`config.mk`:
```
export PLATFORM = sky130hd
export DESIGN_NAME = instr_prefetch_queue
export DESIGN_NICKNAME = d
export VERILOG_FILES = /design/src/rtl/instr_fetch_pkg.sv /design/src/rtl/instr_fifo.sv /design/src/rtl/instr_prefetch_queue.sv
export SDC_FILE = /design/constraint.sdc
export NUM_CORES = 1
export LEC_CHECK = 0
export BUFFER_PORTS_ARGS = -buffer_cell sky130_fd_sc_hd__buf_4
export CAP_MARGIN = 20
export CORE_MARGIN = 2
export CORE_UTILIZATION = 52
export DETAILED_ROUTE_END_ITERATION = 6
export MAX_ROUTING_LAYER = met4
export PLACE_DENSITY = 0.75
export SLEW_MARGIN = 5
export SYNTH_ARGS = -nofsm -noshare
export SYNTH_HDL_FRONTEND = slang
export SYNTH_HIERARCHICAL = 1
export SYNTH_SLANG_ARGS = --single-unit
```
`constraint.sdc`:
```
create_clock -name clk -period 2.5 [get_ports clk]
set_clock_uncertainty 0.2 [all_clocks]
set_input_delay 0 -clock clk [delete_from_list [all_inputs] [get_ports clk]]
set_output_delay 0 -clock clk [all_outputs]
set_load 0.01 [all_outputs]
```
`src/rtl/instr_fetch_pkg.sv`:
```
// Shared definitions for the instruction prefetch path: opcode/funct
// constants of the supported MIPS subset, the fetch FSM states and the
// predecode helper used when a ROM word enters the queue.
package instr_fetch_pkg;

    localparam logic [5:0] OP_RTYPE = 6'h00;
    localparam logic [5:0] OP_ADDIU = 6'h09;
    localparam logic [5:0] FN_ADDU  = 6'h21;
    localparam logic [5:0] FN_SUBU  = 6'h23;

    typedef enum logic [1:0] {
        ST_IDLE,
        ST_FETCH,
        ST_DRAIN,
        ST_DONE
    } fetch_state_t;

    // Returns {is_r, illegal}. Only addu, subu and addiu are executable.
    function automatic logic [1:0] predecode(input logic [31:0] word);
        logic is_r;
        logic legal;
        is_r  = (word[31:26] == OP_RTYPE);
        legal = (is_r && ((word[5:0] == FN_ADDU) || (word[5:0] == FN_SUBU)))
                || (word[31:26] == OP_ADDIU);
        return {is_r, ~legal};
    endfunction

endpackage

```
`src/rtl/instr_fifo.sv`:
```
// Small synchronous FIFO holding predecoded instruction entries.
// Clear has priority over push/pop; a push while full is only taken
// when a pop frees the head slot in the same cycle.
module instr_fifo
    import instr_fetch_pkg::*;
#(
    parameter int WIDTH = 37,
    parameter int DEPTH = 4,
    localparam int AW    = $clog2(DEPTH),
    localparam int CNT_W = $clog2(DEPTH) + 1
) (
    input  logic             clk,
    input  logic             rst_n,
    input  logic             clear,
    input  logic             push,
    input  logic [WIDTH-1:0] push_data,
    input  logic             pop,
    output logic [WIDTH-1:0] head_data,
    output logic             empty,
    output logic [CNT_W-1:0] count
);

    logic [WIDTH-1:0] mem [DEPTH];
    logic [AW-1:0]    wr_ptr;
    logic [AW-1:0]    rd_ptr;
    logic             full;
    logic             do_push;
    logic             do_pop;

    assign empty     = (count == '0);
    assign full      = (count == CNT_W'(DEPTH));
    assign do_push   = push && (!full || pop);
    assign do_pop    = pop && !empty;
    assign head_data = mem[rd_ptr];

    // Pointer and occupancy bookkeeping; pointers wrap naturally (DEPTH is 2^n).
    always_ff @(posedge clk or negedge rst_n) begin
        if (!rst_n) begin
            wr_ptr <= '0;
            rd_ptr <= '0;
            count  <= '0;
        end else if (clear) begin
            wr_ptr <= '0;
            rd_ptr <= '0;
            count  <= '0;
        end else begin
            if (do_push) wr_ptr <= wr_ptr + AW'(1);
            if (do_pop)  rd_ptr <= rd_ptr + AW'(1);
            case ({do_push, do_pop})
                2'b10:   count <= count + CNT_W'(1);
                2'b01:   count <= count - CNT_W'(1);
                default: count <= count;
            endcase
        end
    end

    // Entry storage needs no reset: an entry is only visible once counted.
    always_ff @(posedge clk) begin
        if (do_push && !clear) mem[wr_ptr] <= push_data;
    end

endmodule

```
`src/rtl/instr_prefetch_queue.sv`:
```
// Fetch stage: walks PC 0..max_pc-1 through a 1-cycle-latency ROM,
// predecodes each returning word and queues it for the processor behind
// a valid/ready handshake. Reads are credit-limited so the queue can
// never overflow, and flush/reset discard any response still on the bus.
module instr_prefetch_queue
    import instr_fetch_pkg::*;
#(
    parameter int DEPTH = 4,
    parameter int PC_W  = 3
) (
    input  logic            clk,
    input  logic            rst_n,
    input  logic            start,
    input  logic            flush,
    input  logic [PC_W-1:0] max_pc,
    output logic            mem_en,
    output logic [PC_W-1:0] mem_addr,
    input  logic [31:0]     mem_rdata,
    output logic            instr_valid,
    input  logic            instr_ready,
    output logic [31:0]     instr_data,
    output logic [PC_W-1:0] instr_pc,
    output logic            instr_is_r,
    output logic            instr_illegal,
    output logic            busy,
    output logic            done
);

    localparam int ENTRY_W = 32 + PC_W + 2;
    localparam int CNT_W   = $clog2(DEPTH) + 1;

    fetch_state_t     state;
    fetch_state_t     state_next;
    logic             load_run;
    logic [PC_W-1:0]  fetch_pc;
    logic [PC_W-1:0]  max_pc_q;
    logic             inflight_q;
    logic [PC_W-1:0]  issue_pc_q;

    logic [CNT_W-1:0] fifo_count;
    logic             fifo_empty;
    logic [ENTRY_W-1:0] head_data;
    logic [ENTRY_W-1:0] push_data;
    logic             push;
    logic             pop;
    logic [CNT_W:0]   credit_used;
    logic             credit_ok;
    logic             drain_empty;

    // Credits count both queued entries and the read whose data is on the bus.
    assign credit_used = {1'b0, fifo_count} + {{CNT_W{1'b0}}, inflight_q};
    assign credit_ok   = credit_used < (CNT_W + 1)'(DEPTH);

    assign mem_en   = (state == ST_FETCH) && !flush && (fetch_pc < max_pc_q) && credit_ok;
    assign mem_addr = (state == ST_FETCH) ? fetch_pc : '0;

    // A response arriving during a flush cycle is dropped rather than pushed;
    // the gated mem_en guarantees nothing else is in flight afterwards.
    assign push      = inflight_q && !flush;
    assign push_data = {mem_rdata, issue_pc_q, predecode(mem_rdata)};
    assign pop       = instr_valid && instr_ready;

    // The queue is about to be empty with nothing outstanding, so the
    // final pop and the move to DONE share one edge.
    assign drain_empty = !inflight_q &&
                         ((fifo_count == '0) || ((fifo_count == CNT_W'(1)) && pop));

    instr_fifo #(
        .WIDTH (ENTRY_W),
        .DEPTH (DEPTH)
    ) u_fifo (
        .clk       (clk),
        .rst_n     (rst_n),
        .clear     (flush),
        .push      (push),
        .push_data (push_data),
        .pop       (pop),
        .head_data (head_data),
        .empty     (fifo_empty),
        .count     (fifo_count)
    );

    // Next-state logic; flush overrides everything including start.
    always_comb begin
        state_next = state;
        load_run   = 1'b0;
        if (flush) begin
            state_next = ST_IDLE;
        end else begin
            case (state)
                ST_IDLE, ST_DONE: begin
                    if (start) begin
                        load_run   = 1'b1;
                        state_next = (max_pc == '0) ? ST_DONE : ST_FETCH;
                    end
                end
                ST_FETCH: begin
                    if (mem_en && (fetch_pc == max_pc_q - PC_W'(1))) state_next = ST_DRAIN;
                end
                ST_DRAIN: begin
                    if (drain_empty) state_next = ST_DONE;
                end
                default: state_next = ST_IDLE;
            endcase
        end
    end

    // State, program counter and in-flight read tracking.
    always_ff @(posedge clk or negedge rst_n) begin
        if (!rst_n) begin
            state      <= ST_IDLE;
            fetch_pc   <= '0;
            max_pc_q   <= '0;
            inflight_q <= 1'b0;
            issue_pc_q <= '0;
        end else begin
            state      <= state_next;
            inflight_q <= mem_en;
            if (load_run) begin
                max_pc_q <= max_pc;
                fetch_pc <= '0;
            end else if (mem_en) begin
                fetch_pc <= fetch_pc + PC_W'(1);
            end
            if (mem_en) issue_pc_q <= fetch_pc;
        end
    end

    assign instr_valid   = !fifo_empty;
    assign instr_data    = instr_valid ? head_data[ENTRY_W-1 -: 32] : '0;
    assign instr_pc      = instr_valid ? head_data[PC_W+1:2]        : '0;
    assign instr_is_r    = instr_valid ? head_data[1]               : 1'b0;
    assign instr_illegal = instr_valid ? head_data[0]               : 1'b0;

    assign busy = (state == ST_FETCH) || (state == ST_DRAIN);
    assign done = (state == ST_DONE);

endmodule
```
==> impl_metrics.ini <==
[sta]
whs_ps = 135
slew_violations = 0
hold_viol_final = 0
slew_headroom = 0.417
final-setup-viol-count = 0
min_period_over_period = 0.961
max_freq_ghz = 0.416
period_needed_ps = 2400
worst_pin_slew_ps = 872

[floorplan]
die_w_microns = 120
boundaryPins = 84
fp.coreArea_sq_mm = 0.0131
row_count = 42
die_h_microns = 120
die-area_sq_mm = 0.0143
start_util = 0.530

[placed_design]
io_buffers = 83
place_congestion = 0.790
dpl.hpwl_mm = 7.95
dpl.cell_count = 637

[route]
wirelength_mm = 13.1
drtIter0Drc = 305
drc = 0
vias = 3803
wl_per_cell_microns = 18.3
antenna_left = 0
routed_via_density = 5.33
drtPass1Iterations = 4

[cells_and_area]
final_cell_count_no_fill = 714
nets = 579
final_common_cell = edfxtp_1
syn_to_final_growth_pct = 28.8
drive_gt1_frac = 0.349
diodes = 0
final_cell_mix = edfxtp_1, buf_4, dlygate4sd3_1, nor2b_1, mux4_2

[power_and_ir_drop]
power_frac_seq = 0.491
p_comb_frac = 0.141
p_switching_mw = 1.52
pwr_density_cell_mw_per_mm2 = 733
p_int_mw = 5.05
p_sw_frac = 0.231
leakage_nw = 3.18
clkPwrFrac = 0.368
ir_worst_vdd_mv = 0.496

[logic_synthesis]
synth-async-reset-ratio = 0.114
synth_fp_nets = 432
synth_edf_count = 148
ys.flop_type = edfxtp_1
synth.ff_latch_count = 167
ys_types = 50
avgSynthCellArea_sq_um = 18.4
synth_cells = 378
synth-seq-area-share = 0.707
mappedNetlistArea_sq_mm = 0.00696
synth_warnings = 6

[setup_path]
start_kind = flip-flop
critPathKind = reg2reg
crit_required_ps = 2630
max_stage_delay_ps = 430
critPathBufInv = 1
crit_fanout = 4
arrival_ps = 2540
slowest_stage = dfrtp_2
crit_chain = buf_4, o31ai_4, nor2_2, fa_2, or3b_1, or3_1, a31oi_1
cp-end-kind = flip-flop
cp_top_family = simple AND/OR/NAND/NOR gates

[grt]
grt_usage = 0.203
gr-usage-met2 = 0.339
grt_pass1_wl_mm = 21.0
grt_pass1_vias = 4055
grt_max_degree = 39
overflow = 0
grt_use_met1 = 0.247
use_met3 = 0.0375
antenna_found_initial = 0
grt_busiest_layer = met2

[clock_tree]
root_buffer = clkbuf_16
clock_sinks = 167
cts_tree = built
ctsHtreeMaxLevel = 4
clockBufferDepth = 2
insertion_delay_ps = 410
cts_buffers = 17
clkTransAtPathRegs_ps = 60

[flow_run]
maxCapViolCount = 0

[hold_path]
min_path_type = in2reg

[run_status]
status = completed
==> layout make-up <==
cell class	instances	area (sq um)
Fill cell	872	4170
Tap cell	176	220
Clock inverter	10	105
Timing Repair Buffer	146	1290
Multi-Input combinational cell	178	1920
Clock buffer	22	444
Inverter	15	56.3
Sequential cell	167	4930
==> routing by layer <==
layer,up-vias,part of all wire
met3,18,0.035
met1,1929,0.42
met4,0,0.020
met5,-,0
li1,1758,-
met2,98,0.53
==> Yosys cell counts (6+ instances only) <==
| cell | instances | area share |
|---|---|---|
| mux4_2 | 37 | 0.12 |
| ha_1 | 13 | 0.023 |
| dfrtp_1 | 19 | 0.068 |
| edfxtp_1 | 148 | 0.64 |
| nor2b_1 | 41 | 0.037 |
| inv_1 | 15 | 0.0081 |
| nand2_1 | 7 | 0.0038 |
| buf_4 | 6 | 0.0065 |
| nor2_1 | 15 | 0.0081 |
| o21ai_0 | 6 | 0.0043 |
==> worst reg2reg max path, delay by kind of cell, from the launching register on <==
| family | cells | cell delay [ps] |
|---|---|---|
| simple gates | 3 | 780 |
| fa+ha+maj | 1 | 370 |
| compound gates | 2 | 390 |
| flops | 1 | 430 |
| buf+inv | 1 | 150 |
==> flip-flops by register name, indices dropped and copies added (netlist names) <==
signal         flops
state              2
issue_pc_q         3
max_pc_q           3
u_fifo/wr_ptr      2
fetch_pc           3
inflight_q         1
u_fifo/rd_ptr      2
u_fifo/count       3
u_fifo/mem       148
==> timing repair <==
| action | in CTS | in global routing |
|---|---|---|
| endpoints found under the hold margin | 170 | 0 |
| endpoints found under the setup margin | 0 | 137 |
| setup buffers | 0 | 2 |
| hold buffers | 43 | 0 |
| resized for setup | 0 | 10 |
==> kinds of logic after synthesis <==
logic type / after synthesis / share of synthesized area
buffers and inverters: 33 / 0.0250
AO/OA/AOI/OAI: 29 / 0.0327
flip-flops: 167 / 0.707
AND/OR/NAND/NOR: 86 / 0.0732
adder cells (fa/ha/maj): 14 / 0.0262
multiplexers: 41 / 0.126
XOR/XNOR: 8 / 0.0101
==> metrics by stage <==
step           utilization  setup TNS, ps  total power, mW  setup WS, ps  area (sq um)
2_1_floorplan            -          -58.9             3.80         -58.9          7000
3_5_place_dp         0.605              0             4.13          37.3          7950
6_report             0.683              0             6.57          98.2          8970
3_3_place_gp         0.605              0             4.09           128          7950
5_1_grt              0.683          -1.96             6.84         -1.96          8970
4_1_cts              0.679              0             6.60          1.19          8930
==> power by group through the flow <==
stage	registers, mW	clock network (mW)	logic [mW]
floorplan	3.26	0	0.542
global placement	3.27	0	0.817
detailed placement	3.28	0	0.850
CTS	3.23	2.47	0.912
global route	3.24	2.56	1.04
finish	3.23	2.42	0.926
==> final timing paths <==
kind	from	to	slack [ps]	cells past startpoint
setup / recovery	u_fifo/count[0]$_DFFE_PN0P_	u_fifo/count[2]$_DFFE_PN0P_	100	7
hold / removal	mem_rdata[25]	u_fifo/mem[2][30]$_DFFE_PP_	130	2
setup reg to reg	u_fifo/count[0]$_DFFE_PN0P_	u_fifo/count[2]$_DFFE_PN0P_	100	7
hold reg to reg	issue_pc_q[1]$_DFFE_PN0P_	u_fifo/mem[0][3]$_DFFE_PP_	320	0
max in group asynchronous	rst_n	u_fifo/rd_ptr[0]$_DFFE_PN0P_	920	3
min in group asynchronous	rst_n	u_fifo/wr_ptr[1]$_DFFE_PN0P_	580	3
No activity file was read; power rests on OpenSTA's default activity.
